<file path="config.mk">
export PLATFORM = sky130hd
export DESIGN_NAME = mfp_ahb_gpio_irq
export DESIGN_NICKNAME = d
export VERILOG_FILES = /design/src/rtl/mfp_ahb_gpio_irq.sv
export SDC_FILE = /design/constraint.sdc
export NUM_CORES = 1
export LEC_CHECK = 0
export ABC_AREA = 1
export CAP_MARGIN = 15
export CORE_ASPECT_RATIO = 1.2
export CORE_MARGIN = 2
export CORE_UTILIZATION = 39
export CTS_CLUSTER_DIAMETER = 150
export DETAILED_ROUTE_END_ITERATION = 6
export MAX_ROUTING_LAYER = met4
export PLACE_DENSITY = 0.72
export SLEW_MARGIN = 20
export SYNTH_ARGS = -nofsm -noshare
export SYNTH_HDL_FRONTEND = slang
export SYNTH_SLANG_ARGS = --single-unit
</file>
<file path="constraint.sdc">
create_clock -name HCLK -period 2.5 [get_ports HCLK]
set_input_delay 0.625 -clock HCLK [delete_from_list [all_inputs] [get_ports HCLK]]
set_output_delay 0.625 -clock HCLK [all_outputs]
set_load 0.05 [all_outputs]
</file>
<file path="src/rtl/mfp_ahb_gpio_irq.sv">
`default_nettype none
// ============================================================================
// Module     : mfp_ahb_gpio_irq
// Description: AHB-Lite GPIO slave. Provides atomic set/clear/toggle of the
//              outputs and per-bit edge-capture interrupts on synchronized
//              inputs. Optional input debounce is enabled by GPIO_DEBOUNCE_EN.
// Revision   : 1.0 - initial release
// ============================================================================
module mfp_ahb_gpio_irq #(
    parameter int N_IN      = 16,
    parameter int N_OUT     = 16,
    parameter int DB_CYCLES = 4
) (
    input  logic             HCLK,
    input  logic             HRESET,
    input  logic [5:0]       HADDR,
    input  logic [1:0]       HTRANS,
    input  logic [31:0]      HWDATA,
    input  logic             HWRITE,
    input  logic             HSEL,
    output logic [31:0]      HRDATA,
    input  logic [N_IN-1:0]  GPIO_IN,
    output logic [N_OUT-1:0] GPIO_OUT,
    output logic             IRQ
);

    localparam logic [1:0] C_HTRANS_IDLE = 2'b00;
    localparam logic [3:0] C_IDX_IN      = 4'd0;
    localparam logic [3:0] C_IDX_OUT     = 4'd1;
    localparam logic [3:0] C_IDX_SET     = 4'd2;
    localparam logic [3:0] C_IDX_CLR     = 4'd3;
    localparam logic [3:0] C_IDX_TGL     = 4'd4;
    localparam logic [3:0] C_IDX_RISE    = 4'd5;
    localparam logic [3:0] C_IDX_FALL    = 4'd6;
    localparam logic [3:0] C_IDX_STATUS  = 4'd7;
    localparam logic [3:0] C_IDX_MASK    = 4'd8;

    logic [3:0]       idx_q;
    logic             hsel_q;
    logic             hwrite_q;
    logic [1:0]       htrans_q;

    logic [N_OUT-1:0] out_q, out_d;
    logic [N_IN-1:0]  rise_q, rise_d;
    logic [N_IN-1:0]  fall_q, fall_d;
    logic [N_IN-1:0]  status_q, status_d;
    logic [N_IN-1:0]  mask_q, mask_d;
    logic [N_IN-1:0]  sync1_q, sync2_q, prev_q;
    logic [31:0]      rdata_d;
    logic             irq_d;

    logic             w_wr_en;
    logic [N_OUT-1:0] w_wdata_out;
    logic [N_IN-1:0]  w_wdata_in;
    logic [N_IN-1:0]  w_in;
    logic [N_IN-1:0]  w_edge;
    logic [N_IN-1:0]  w_w1c;

    // Address/data bits outside the register map and widths are don't-care.
    logic unused_bits;
    assign unused_bits = ^{HADDR[1:0], HWDATA, DB_CYCLES[7:0]};

    always_ff @(posedge HCLK) begin
        if (HRESET) begin
            idx_q    <= '0;
            hsel_q   <= 1'b0;
            hwrite_q <= 1'b0;
            htrans_q <= C_HTRANS_IDLE;
        end else begin
            idx_q    <= HADDR[5:2];
            hsel_q   <= HSEL;
            hwrite_q <= HWRITE;
            htrans_q <= HTRANS;
        end
    end

    assign w_wr_en     = hsel_q & hwrite_q & (htrans_q != C_HTRANS_IDLE);
    assign w_wdata_out = HWDATA[N_OUT-1:0];
    assign w_wdata_in  = HWDATA[N_IN-1:0];

    always_ff @(posedge HCLK) begin
        if (HRESET) begin
            sync1_q <= '0;
            sync2_q <= '0;
            prev_q  <= '0;
        end else begin
            sync1_q <= GPIO_IN;
            sync2_q <= sync1_q;
            prev_q  <= w_in;
        end
    end

`ifdef GPIO_DEBOUNCE_EN
    localparam logic [7:0] C_DB_LAST = 8'(DB_CYCLES - 1);

    // A bit only flips after the synchronized level has disagreed with it
    // for DB_CYCLES consecutive clocks; any agreement restarts the count.
    for (genvar i = 0; i < N_IN; i++) begin : g_db
        logic [7:0] cnt_q;
        logic       in_q;

        always_ff @(posedge HCLK) begin
            if (HRESET) begin
                cnt_q <= '0;
                in_q  <= 1'b0;
            end else if (sync2_q[i] == in_q) begin
                cnt_q <= '0;
            end else if (cnt_q == C_DB_LAST) begin
                cnt_q <= '0;
                in_q  <= sync2_q[i];
            end else begin
                cnt_q <= cnt_q + 8'd1;
            end
        end

        assign w_in[i] = in_q;
    end
`else
    assign w_in = sync2_q;
`endif

    assign w_edge = (w_in & ~prev_q & rise_q) | (~w_in & prev_q & fall_q);

    always_comb begin
        out_d  = out_q;
        rise_d = rise_q;
        fall_d = fall_q;
        mask_d = mask_q;
        w_w1c  = '0;
        if (w_wr_en) begin
            case (idx_q)
                C_IDX_OUT:    out_d  = w_wdata_out;
                C_IDX_SET:    out_d  = out_q | w_wdata_out;
                C_IDX_CLR:    out_d  = out_q & ~w_wdata_out;
                C_IDX_TGL:    out_d  = out_q ^ w_wdata_out;
                C_IDX_RISE:   rise_d = w_wdata_in;
                C_IDX_FALL:   fall_d = w_wdata_in;
                C_IDX_STATUS: w_w1c  = w_wdata_in;
                C_IDX_MASK:   mask_d = w_wdata_in;
                default:      ;
            endcase
        end
        // New edges win over a simultaneous clear so no event is lost.
        status_d = (status_q & ~w_w1c) | w_edge;
        irq_d    = |(status_q & mask_q);
    end

    always_comb begin
        rdata_d = '0;
        case (HADDR[5:2])
            C_IDX_IN:     rdata_d[N_IN-1:0]  = w_in;
            C_IDX_OUT:    rdata_d[N_OUT-1:0] = out_q;
            C_IDX_RISE:   rdata_d[N_IN-1:0]  = rise_q;
            C_IDX_FALL:   rdata_d[N_IN-1:0]  = fall_q;
            C_IDX_STATUS: rdata_d[N_IN-1:0]  = status_q;
            C_IDX_MASK:   rdata_d[N_IN-1:0]  = mask_q;
            default:      rdata_d = '0;
        endcase
    end

    always_ff @(posedge HCLK) begin
        if (HRESET) begin
            out_q    <= '0;
            rise_q   <= '0;
            fall_q   <= '0;
            status_q <= '0;
            mask_q   <= '0;
            HRDATA   <= '0;
            IRQ      <= 1'b0;
        end else begin
            out_q    <= out_d;
            rise_q   <= rise_d;
            fall_q   <= fall_d;
            status_q <= status_d;
            mask_q   <= mask_d;
            HRDATA   <= rdata_d;
            IRQ      <= irq_d;
        end
    end

    assign GPIO_OUT = out_q;

endmodule
`default_nettype wire

</file>
==> flow_metrics.py, run 1 <==
metrics = {
    "run_status": {
        "outcome": "finished, final reports clean",
    },
    "grt": {
        "antenna_found_initial": 0,
        "grt_first_pass_wirelength_um": 31900,
        "grt_max_degree": 138,
        "grt_pass1_vias": 6464,
        "globalRouteOverflowTotal": 0,
        "grt_usage_pct": 21.0,
    },
    "clock_tree": {
        "hold_buffers": 0,
        "clkTransAtPathRegs_ns": 0.06,
        "clock_latency_ns": 0.42,
        "cts_tree": "yes",
        "clock_path_buffers": 2,
        "cts_buffers": 17,
        "cts_root_buf": "clkbuf_16",
        "clock-sinks": 153,
        "cts_resized": 0,
        "h-tree-depth": 4,
        "cts_setup_buffers": 0,
    },
    "critical_path": {
        "critical_path.n_buffers_inverters": 1,
        "path_cells": "clkdlybuf4s50_1",
        "r2r-start": "idx_q[3]",
        "critical-path-max-stage-delay_ns": 0.85,
        "worst_path_max_delay_cell": "clkdlybuf4s50_1",
        "worstSetupStartpoint": "GPIO_OUT[15]",
        "cp_data_arrival_time_ns": 1.73,
        "cp-start-kind": "flip-flop",
        "critPathCaptureType": "primary output",
        "crit_family": "buffers and inverters",
        "worstPathMaxFanout": 5,
        "worstPathRequired_ns": 1.88,
        "critPathKind": "flip-flop to primary output",
    },
    "yosys": {
        "synth_top_area_share_pct": 41.6,
        "syn_avg_cell_area_um2": 6.94,
        "yosys_most_used_dff": "dfxtp_1",
        "ys.warnings.count": 0,
        "syn-cell-area_um2": 7360,
        "ys_types": 25,
        "synth_seq_cells": 153,
        "synth_top_cell_by_area": "dfxtp_1",
        "synth-seq-area-share_pct": 41.6,
        "syn_inst": 1060,
        "synthArstFlopShare_pct": 0,
        "synth_edf_count": 0,
        "synth_area_leaders": "dfxtp_1, nand2_1, inv_1",
    },
    "routing": {
        "wl_per_cell_um": 14.1,
        "firstDrtPassIters": 7,
        "antenna_left": 0,
        "dr_total_vias": 6884,
        "via_per_inst": 4.91,
        "wl_um": 19800,
        "drc": 0,
        "drtIter0Drc": 558,
    },
    "power_and_ir_drop": {
        "power.density_nw_per_um2": 646,
        "ir_drop_v": 0.000529,
        "p_leak_nw": 3.82,
    },
    "sta": {
        "hold_violations": 0,
        "slew_viol_final": 0,
        "fin_skew_ns": 0.00632,
        "rsz0062_at_grt": "no",
        "max_slew.worst_pin.slew_ns": 0.639,
        "fin_crit_sh_pct": 94.1,
        "totalNegativeSetupSlack_ns": 0,
        "setup_viol": 0,
        "finalCriticalPeriod_ns": 2.35,
        "slew_headroom_pct": 57.4,
        "hold_slack_ns": 0.401,
        "timing.fmax_mhz": 425,
    },
    "run": {
        "maxCapViolCount": 0,
    },
    "die": {
        "start_util_pct": 39.4,
        "die_x_um": 129,
        "die_height_um": 154,
        "std_cell_rows": 55,
        "die_area_um2": 20000,
        "core_area_um2": 18600,
        "io_pins": 109,
    },
    "place": {
        "port_buffers": 74,
        "hpwl_um": 13400,
        "gp_congestion": 0.873,
    },
    "cells_and_area": {
        "fillCellCount": 1841,
        "num_antenna_cells": 0,
        "drive_gt1_share_pct": 7.41,
        "area_delta_synth_final_pct": 23.1,
        "final_nets": 1228,
    },
    "hold_path": {
        "hp-class": "flip-flop to flip-flop",
        "min_from": "sync1_q[1]",
    },
}
## per-layer routing
layer / wire length (um) / track usage, % / vias up
met2: 10100 / 35.6 / 229
li1: - / - / 3399
met4: 506 / 8.07 / 0
met3: 1070 / 4.46 / 37
met5: 0 / - / -
met1: 8120 / 24.0 / 3219
## tightest hold or removal path, stage by stage, from the launching register on
cell     delay, ns
dfxtp_1       0.29
inv_1         0.04
nor2_1        0.03
## synthesized netlist by cell type (16+ instances only)
cell,count
nor3_1,16
nand3_1,96
ha_1,32
buf_4,24
clkbuf_1,21
o21ai_0,31
nor2_1,123
inv_1,169
a31oi_1,16
a21oi_1,81
dfxtp_1,153
nand2_1,249
## final timing paths
kind / slack, ns / depth (start not counted) / end
worst max-delay path: 0.15 / 1 / GPIO_OUT[15]
worst min register to register: 0.40 / 2 / sync2_q[1]
worst max register to register: 0.74 / 7 / GPIO_OUT[2]
worst min-delay path: 0.40 / 2 / sync2_q[1]
## power by group
group / switching [mW] / internal, mW / total, mW
clock network: 0.959 / 1.91 / 2.87
registers: 0.0278 / 2.48 / 2.51
logic: 0.314 / 0.158 / 0.472
## state kept, by name, indices dropped and copies added (netlist names)
signal,count
GPIO_OUT,16
HRDATA,16
IRQ,1
fall_q,16
hsel_q,1
htrans_q,2
hwrite_q,1
idx_q,4
mask_q,16
prev_q,16
rise_q,16
status_q,16
sync1_q,16
sync2_q,16
## cell usage in the layout, fill, tap and decap left out, types with 3 or more instances in the layout
master             n
a21oi_1           81
a31oi_1           16
buf_12             6
buf_4             26
bufinv_16          6
clkbuf_16         17
clkdlybuf4s50_1   73
clkinv_2           3
conb_1            16
dfxtp_1          153
ha_1              32
inv_1            169
inv_2              5
nand2_1          249
nand2_2            3
nand3_1           96
nand3_2            4
nand4_1            4
nor2_1           123
nor2_2             4
nor2_4             5
nor3_1            16
nor3_4             3
o21ai_0           31
## cells by family after synthesis
logic type | Yosys count | synth area share [%]
AO/OA/AOI/OAI | 129 | 9.05
adder cells (fa/ha/maj) | 32 | 5.44
buffers and inverters | 237 | 14.0
flip-flops | 153 | 41.6
other | 1 | 0.0510
AND/OR/NAND/NOR | 508 | 29.8
## final cells by class
type / instances / area, um^2 / share of cell area [%]
clock buffer: 21 / 460 / 5.08
clock inverter: 9 / 195 / 2.16
inverter: 174 / 653 / 7.21
multi-input combinational: 685 / 3320 / 36.6
sequential: 153 / 3060 / 33.8
tap: 256 / 320 / 3.54
timing repair buffer: 105 / 1050 / 11.6
## per-stage QoR
stage | cell area (um^2) | setup WS, ns | total power, mW | cells | utilization [%]
2_1_floorplan | 7410 | 0.931 | 2.86 | 1075 | -
3_3_place_gp | 8400 | 0.262 | 3.02 | 1373 | 45.0
3_5_place_dp | 8400 | 0.256 | 3.03 | 1373 | 45.0
4_1_cts | 9060 | 0.115 | 5.88 | 1403 | 48.6
5_1_grt | 9060 | 0.0898 | 6.05 | 1403 | 48.6
6_report | 9060 | 0.147 | 5.85 | 1403 | 48.6
Note: power is estimated with default switching activity, not from simulation.
==> run 2: changes to the inputs <==
--- a/config.mk
+++ b/config.mk
@@ -7,13 +7,14 @@
 export LEC_CHECK = 0
 export ABC_AREA = 1
 export CAP_MARGIN = 15
+export CELL_PAD_IN_SITES_DETAIL_PLACEMENT = 2
+export CELL_PAD_IN_SITES_GLOBAL_PLACEMENT = 2
 export CORE_ASPECT_RATIO = 1.2
-export CORE_MARGIN = 2
-export CORE_UTILIZATION = 39
+export CORE_UTILIZATION = 33
 export CTS_CLUSTER_DIAMETER = 150
 export DETAILED_ROUTE_END_ITERATION = 6
 export MAX_ROUTING_LAYER = met4
-export PLACE_DENSITY = 0.72
+export PLACE_DENSITY = 0.95
 export SLEW_MARGIN = 20
 export SYNTH_ARGS = -nofsm -noshare
 export SYNTH_HDL_FRONTEND = slang
==> flow_metrics.py, run 2 (synthesized netlist as in run 1, its figures left out) <==
metrics = {
    "hold_path": {
        "hp-class": "flip-flop to flip-flop",
    },
    "cells_and_area": {
        "final_nets": 1230,
        "layout.cells.most_common": "nand2_1",
        "fin_area_um2": 9030,
        "area_delta_synth_final_pct": 22.8,
        "drive_gt1_share_pct": 7.82,
        "num_antenna_cells": 0,
        "final_cell_mix": "nand2_1, inv_1, dfxtp_1, nor2_1, nand3_1",
    },
    "critical_path": {
        "critPathCaptureType": "primary output",
        "worstPathMaxFanout": 5,
        "cp_data_arrival_time_ns": 1.81,
        "r2r_slack_ns": 0.45,
        "critical_path.n_buffers_inverters": 1,
        "critical-path-max-stage-delay_ns": 0.87,
        "worst_path_max_delay_cell": "clkdlybuf4s50_1",
        "crit_family": "buffers and inverters",
        "path_cells": "clkdlybuf4s50_1",
        "cp-start-kind": "flip-flop",
        "critPathKind": "flip-flop to primary output",
        "worstPathRequired_ns": 1.88,
    },
    "clock_tree": {
        "cts_buffers": 17,
        "cts_setup_buffers": 0,
        "h-tree-depth": 4,
        "clock-sinks": 153,
        "clock_latency_ns": 0.44,
        "cts_resized": 0,
        "cts_root_buf": "clkbuf_16",
        "cts_tree": "yes",
        "hold_buffers": 0,
        "clock_path_buffers": 2,
        "clkTransAtPathRegs_ns": 0.07,
    },
    "routing": {
        "dr_total_vias": 7681,
        "via_per_inst": 5.39,
        "antenna_left": 0,
        "drc": 10,
        "wl_per_cell_um": 23.1,
        "wl_um": 32900,
        "drtIter0Drc": 423,
        "firstDrtPassIters": 7,
    },
    "die": {
        "io_pins": 109,
        "die_x_um": 138,
        "core_area_um2": 21800,
        "start_util_pct": 33.8,
        "die_area_um2": 22900,
        "die_height_um": 166,
        "std_cell_rows": 59,
    },
    "sta": {
        "slew_viol_final": 0,
        "slew_headroom_pct": 53.0,
        "rsz0062_at_grt": "no",
        "finalCriticalPeriod_ns": 2.44,
        "fin_crit_sh_pct": 97.5,
        "totalNegativeSetupSlack_ns": 0,
        "fin_skew_ns": 0.0101,
        "hold_slack_ns": 0.405,
        "timing.fmax_mhz": 410,
        "setup_viol": 0,
        "max_slew.worst_pin.slew_ns": 0.702,
        "hold_violations": 0,
        "setup_ws_ns": 0.0624,
    },
    "place": {
        "place_ws_ns": 0.214,
        "hpwl_um": 19900,
        "gp_congestion": 0.815,
        "postPlaceCellArea_um2": 8460,
        "port_buffers": 74,
    },
    "power_and_ir_drop": {
        "ir_drop_v": 0.000540,
        "p_leak_nw": 3.79,
        "power_mw": 5.65,
        "power.density_nw_per_um2": 626,
    },
    "grt": {
        "grt_pass1_vias": 8714,
        "grt_first_pass_wirelength_um": 50300,
        "grt_max_degree": 118,
        "grt_usage_pct": 30.5,
        "globalRouteOverflowTotal": 0,
        "antenna_found_initial": 0,
    },
    "run": {
        "maxCapViolCount": 0,
    },
    "run_status": {
        "violations": "DRC",
        "outcome": "finished with violations",
    },
}
run 2: cell count changes in the layout (fill, tap and decap cells not counted), sizes merged:
cell	previous run	this run
inv	174	180
bufinv	6	1
clkbuf	21	18
buf	32	34
clkinv	3	5
clkinvlp	0	2
run 2: per-stage QoR:
| step | util [%] | cells |
|---|---|---|
| 3_5_place_dp | 38.9 | 1393 |
| 2_1_floorplan | - | 1075 |
| 4_1_cts | 41.5 | 1425 |
| 3_3_place_gp | 38.9 | 1393 |
| 6_report | 41.5 | 1425 |
| 5_1_grt | 41.5 | 1425 |
run 2: path summary, 6_finish.rpt:
check | startpoint | to | cells after the start
worst min register to register | sync1_q[0] | sync2_q[0] | 2
worst min-delay path | sync1_q[0] | sync2_q[0] | 2
worst max-delay path | GPIO_OUT[1] | GPIO_OUT[1] | 1
worst max register to register | idx_q[0] | GPIO_OUT[2] | 8
run 2: cell type report:
type,instances,area (um^2)
Tap cell,274,343
Inverter,174,653
Sequential cell,153,3060
Fill cell,2518,12700
Multi-Input combinational cell,685,3320
Timing Repair Buffer,107,1090
Clock buffer,18,429
Clock inverter,14,139
run 2: tightest hold or removal path, delay by kind of cell, from the launching register on:
family,cells,cell delay (ns)
buf+inv,1,0.04
simple gates,1,0.03
flops,1,0.30
run 2: power breakdown:
group | total (mW) | switching [mW] | internal [mW]
clock network | 2.60 | 1.20 | 1.40
logic | 0.540 | 0.372 | 0.168
registers | 2.51 | 0.0335 | 2.48
total | 5.65 | 1.61 | 4.04
run 2: per-layer routing:
metal	vias to the layer above	wire, um	track usage, %
met3	146	1340	4.58
met2	303	17200	55.9
met5	-	0	-
li1	3402	-	-
met1	3830	11900	28.9
met4	0	2450	24.3
